--- src/rtl/data_path_sink.sv ---
// Receiving end of the 4-bit data-path bus: selects a source, captures the settled
// value and loads or accumulates it into one of four registers (r3 feeds back to the mux).
module data_path_sink (
    input  logic       clk,
    input  logic       rst,
    input  logic       start,
    input  logic       op,
    input  logic [1:0] src,
    input  logic [1:0] dst,
    input  logic [3:0] data_path,
    output logic [1:0] select,
    output logic       busy,
    output logic       done,
    output logic       carry,
    output logic [3:0] r0,
    output logic [3:0] r1,
    output logic [3:0] r2,
    output logic [3:0] r3
);

    typedef enum logic [1:0] {
        StIdle,
        StSelect,
        StCapture,
        StWrite
    } state_e;

    state_e     state_q, state_d;
    logic       op_q;
    logic [1:0] src_q;
    logic [1:0] dst_q;
    logic [3:0] hold_q;
    logic [3:0] regs_q [0:3];
    logic       carry_q;
    logic       done_q;
    logic [4:0] sum;

    always_comb begin
        state_d = state_q;
        sum     = {1'b0, regs_q[dst_q]} + {1'b0, hold_q};
        case (state_q)
            StIdle:    if (start) state_d = StSelect;
            StSelect:  state_d = StCapture;
            StCapture: state_d = StWrite;
            StWrite:   state_d = StIdle;
            default:   state_d = StIdle;
        endcase
    end

    always_ff @(posedge clk) begin
        if (rst) begin
            state_q <= StIdle;
            op_q    <= 1'b0;
            src_q   <= 2'b00;
            dst_q   <= 2'b00;
            hold_q  <= 4'h0;
            carry_q <= 1'b0;
            done_q  <= 1'b0;
            for (int i = 0; i < 4; i++) begin
                regs_q[i] <= 4'h0;
            end
        end else begin
            state_q <= state_d;
            done_q  <= 1'b0;
            // Fields are latched only on acceptance, so a start while busy cannot disturb them.
            if (state_q == StIdle && start) begin
                op_q  <= op;
                src_q <= src;
                dst_q <= dst;
            end
            if (state_q == StCapture) begin
                hold_q <= data_path;
            end
            if (state_q == StWrite) begin
                done_q <= 1'b1;
                if (op_q) begin
                    regs_q[dst_q] <= sum[3:0];
                    carry_q       <= sum[4];
                end else begin
                    regs_q[dst_q] <= hold_q;
                    carry_q       <= 1'b0;
                end
            end
        end
    end

    // Decoded from registered state only: no combinational path from start.
    assign busy   = (state_q != StIdle);
    assign select = busy ? src_q : 2'b00;
    assign done   = done_q;
    assign carry  = carry_q;
    assign r0     = regs_q[0];
    assign r1     = regs_q[1];
    assign r2     = regs_q[2];
    assign r3     = regs_q[3];

endmodule

--- config.mk ---
export PLATFORM = sky130hd
export DESIGN_NAME = data_path_sink
export DESIGN_NICKNAME = d
export VERILOG_FILES = /design/src/rtl/data_path_sink.sv
export SDC_FILE = /design/constraint.sdc
export NUM_CORES = 1
export LEC_CHECK = 0
export ABC_AREA = 1
export CORE_MARGIN = 2
export CORE_UTILIZATION = 30
export CTS_CLUSTER_DIAMETER = 60
export CTS_CLUSTER_SIZE = 20
export DETAILED_ROUTE_END_ITERATION = 10
export PLACE_DENSITY = 0.51
export SYNTH_ARGS = -nofsm -noshare
export SYNTH_HDL_FRONTEND = slang
export SYNTH_SLANG_ARGS = --single-unit
--- constraint.sdc ---
create_clock -name clk -period 6 [get_ports clk]
set_clock_uncertainty 0.2 [all_clocks]
set_input_delay 0.9 -clock clk [delete_from_list [all_inputs] [get_ports clk]]
set_output_delay 0.9 -clock clk [all_outputs]
set_load 0.005 [all_outputs]
==> results_dict.tcl <==
set metrics [dict create \
    status "completed" \
    ant_nets 0 \
    synth_nets 180 \
    setup_viol 0 \
    synthTopCellsByArea "edfxtp_1 (33%), dfxtp_1 (20%), nor2_1 (8.7%), o21ai_0 (6.1%), ha_1 (6.0%)" \
    io_pins 33 \
    tns_ns 0 \
    final_cell_area_sq_um 1961 \
    finalNetCount 216 \
    gp_congestion 0.7463 \
    ys_types 25 \
    grt_pass1_wl_microns 5582 \
    p_per_area_nw_per_um2 392.3 \
    clkTransAtPathRegs_ns 0.06 \
    hold_path.class "reg -> reg" \
    cp_common_cell "inv_1" \
    critPathTopFamily "buffers and inverters" \
    worstPathArrival_ns 1.58 \
    numCtsBuffers 5 \
    drv_cap 0 \
    cp-start-kind "register" \
    endpoint_kind "output port" \
    netlist.area_leader.share_pct 32.68 \
    drt-initial-drc-count 60 \
    crit_type "reg -> out" \
    rows 25 \
    grt_overflow_total 0 \
    hold_viol 0 \
    synth_seq_cells 31 \
    cts_root_buffer "clkbuf_8" \
    cts_tree "yes" \
    min_period_ns 2.681 \
    cts.sinks 31 \
    ys_warn_count 0 \
    routed_wl_microns 3428 \
    post-route-drc-count 0 \
    whs_endpoint "src_q[1]$_SDFFE_PP0P_" \
    critPathMaxFanout 5 \
    post_synth_inst_count 160 \
    synth_top_area_cell "edfxtp_1" \
    cts_resized 0 \
    io_buffer_count 32 \
    avgSynthCellArea_sq_um 9.189 \
    whs_ns 0.2591 \
    worstHoldStart "src_q[1]$_SDFFE_PP0P_" \
    hold_buffers 0 \
    path_cells "inv_1, ha_1, inv_1, clkdlybuf4s50_1" \
    layout_worst_path_cycle_share_pct 44.69 \
    max_stage_delay_ns 0.51 \
    tightest_slew_ns 0.3721 \
    antenna_found_initial 0 \
    slowest_stage "clkdlybuf4s50_1" \
    grt_use_total_pct 13.83 \
    worst_ir_drop_vdd_v 0.0002154 \
    diodes 0 \
    rr_worst_depth 8 \
    seq_area_frac_synth_pct 53.11 \
    final_max_slew_viol_count 0 \
    synth.cell_area_sq_um 1470 \
    area_growth_pct 33.36 \
    routed_via_density 4.561 \
    r2r-end "regs_q[2][1]$_SDFFCE_PN0P_" \
    core_area_sq_um 4723 \
    min_path_cells 2 \
    crit_required_ns 4.90 \
    clock_latency_ns 0.28 \
    dp_hpwl_microns 2745 \
    cts_max_level 2 \
    via_count 1204 \
    path_buf_inv 3 \
    max_slew_margin_pct 74.48 \
    dr.pass1.iters 4 \
    max_freq_mhz 373.0 \
    rrSetupSlack_ns 3.37 \
    placed_area_sq_um 1854 \
    die_w_microns 74.01 \
    drive_gt1_share_pct 10.15 \
    die_area_sq_um 5477 \
    initial_utilization_pct 31.13 \
    grt_setup_unrepaired "no" \
    postCtsSetupBuffers 0 \
    avgRoutedWirePerCell_microns 12.98 \
    power_leakage_nw 0.7573 \
    grt_pass1_vias 1217 \
    clockBufferDepth 2 \
    grt_max_degree 17 \
    fp.dieH_microns 74.01 \
]
## per-stage QoR
stage          power, mW  utilization [%]  worst slack [ns]  instances
2_1_floorplan     0.4828                -             3.892        160
3_3_place_gp      0.5686            39.26             3.430        256
3_5_place_dp      0.5766            39.26             3.380        256
4_1_cts           0.7757            41.51             3.297        264
5_1_grt           0.8256            41.51             3.221        264
6_report          0.7692            41.51             3.319        264
## synthesized netlist by cell type
cell / number
inv_4: 1
a21oi_1: 11
a32oi_2: 1
o21ai_1: 1
fa_1: 1
o21ai_0: 18
nand2_1: 14
buf_4: 2
nor2_4: 1
nor2_2: 1
o21ai_2: 1
nand2_2: 4
inv_1: 16
nor2_1: 34
dfxtp_1: 15
a221oi_1: 1
ha_1: 7
nand3_1: 4
buf_2: 1
nand3_2: 2
mux2i_1: 1
inv_2: 3
o22ai_1: 3
xnor2_1: 1
edfxtp_1: 16
## worst max path at each step
| stage | endpoint | start | slack (ns) | cells after the start |
|---|---|---|---|---|
| after global routing | busy | state_q[0]$_SDFFE_PP0P_ | 3.22 | 4 |
| after global placement | regs_q[0][0]$_SDFFCE_PN0P_ | rst | 3.43 | 6 |
| after detailed placement | regs_q[0][3]$_SDFFCE_PN0P_ | rst | 3.38 | 6 |
| final | busy | state_q[1]$_SDFFE_PP0P_ | 3.32 | 4 |
| after floorplan | regs_q[0][2]$_SDFFCE_PN0P_ | register | 3.89 | 10 |
| after CTS | busy | state_q[0]$_SDFFE_PP0P_ | 3.30 | 4 |
## kinds of logic after synthesis
kind of cell | after synthesis | share of synthesized area (%)
adder cells (fa/ha/maj) | 8 | 7.319
AO/OA/AOI/OAI | 36 | 13.79
multiplexers | 1 | 0.6809
AND/OR/NAND/NOR | 60 | 17.87
flip-flops | 31 | 53.11
XOR/XNOR | 1 | 0.5959
buffers and inverters | 23 | 6.638
## worst reg2reg max path, stage by stage (launching register included)
cell and delay, ns:
dfxtp_1 0.55, o21ai_0 0.20, o22ai_1 0.24, ha_1 0.24
inv_1 0.07, fa_1 0.48, nand2_1 0.05, o21ai_1 0.24
nor2_1 0.10
## power breakdown
part | leakage [nW] | total [mW] | switching, mW | internal (mW)
clock network | 0.0524 | 0.196 | 0.0720 | 0.124
logic | 0.416 | 0.271 | 0.158 | 0.113
registers | 0.289 | 0.302 | 0.0385 | 0.263
total | 0.757 | 0.769 | 0.269 | 0.500
## routing by layer
metal  track usage, %  vias up  share of wire, %
met4            8.081        0               2.2
li1                 -      601                 -
met3            2.981        8               6.1
met5                0        -                 0
met2            23.02       46                48
met1            16.47      549                44
## registers in the layout (all words and copies together) (netlist names), named ones only
name / cells
carry: 1
done: 1
dst_q: 2
hold_q: 4
op_q: 1
regs_q: 16
src_q: 2
state_q: 2
## cell type report
type	count	area (sq um)
Clock buffer	7	76.32
Clock inverter	1	30.03
Fill cell	468	2763
Inverter	20	77.57
Multi-Input combinational cell	106	591.8
Sequential cell	31	780.7
Tap cell	67	83.83
Timing Repair Buffer	32	320.3
## placed cells by master (no fill, tap or decap), types with 4 or more instances in the layout
master and n:
edfxtp_1 16, ha_1 7, clkdlybuf4s50_1 32, nand2_1 14
nor2_1 34, dfxtp_1 15, inv_1 16, o21ai_0 18
a21oi_1 11, clkbuf_8 5, nand2_2 4, nand3_1 4
Note: power is estimated with default switching activity, not from simulation.
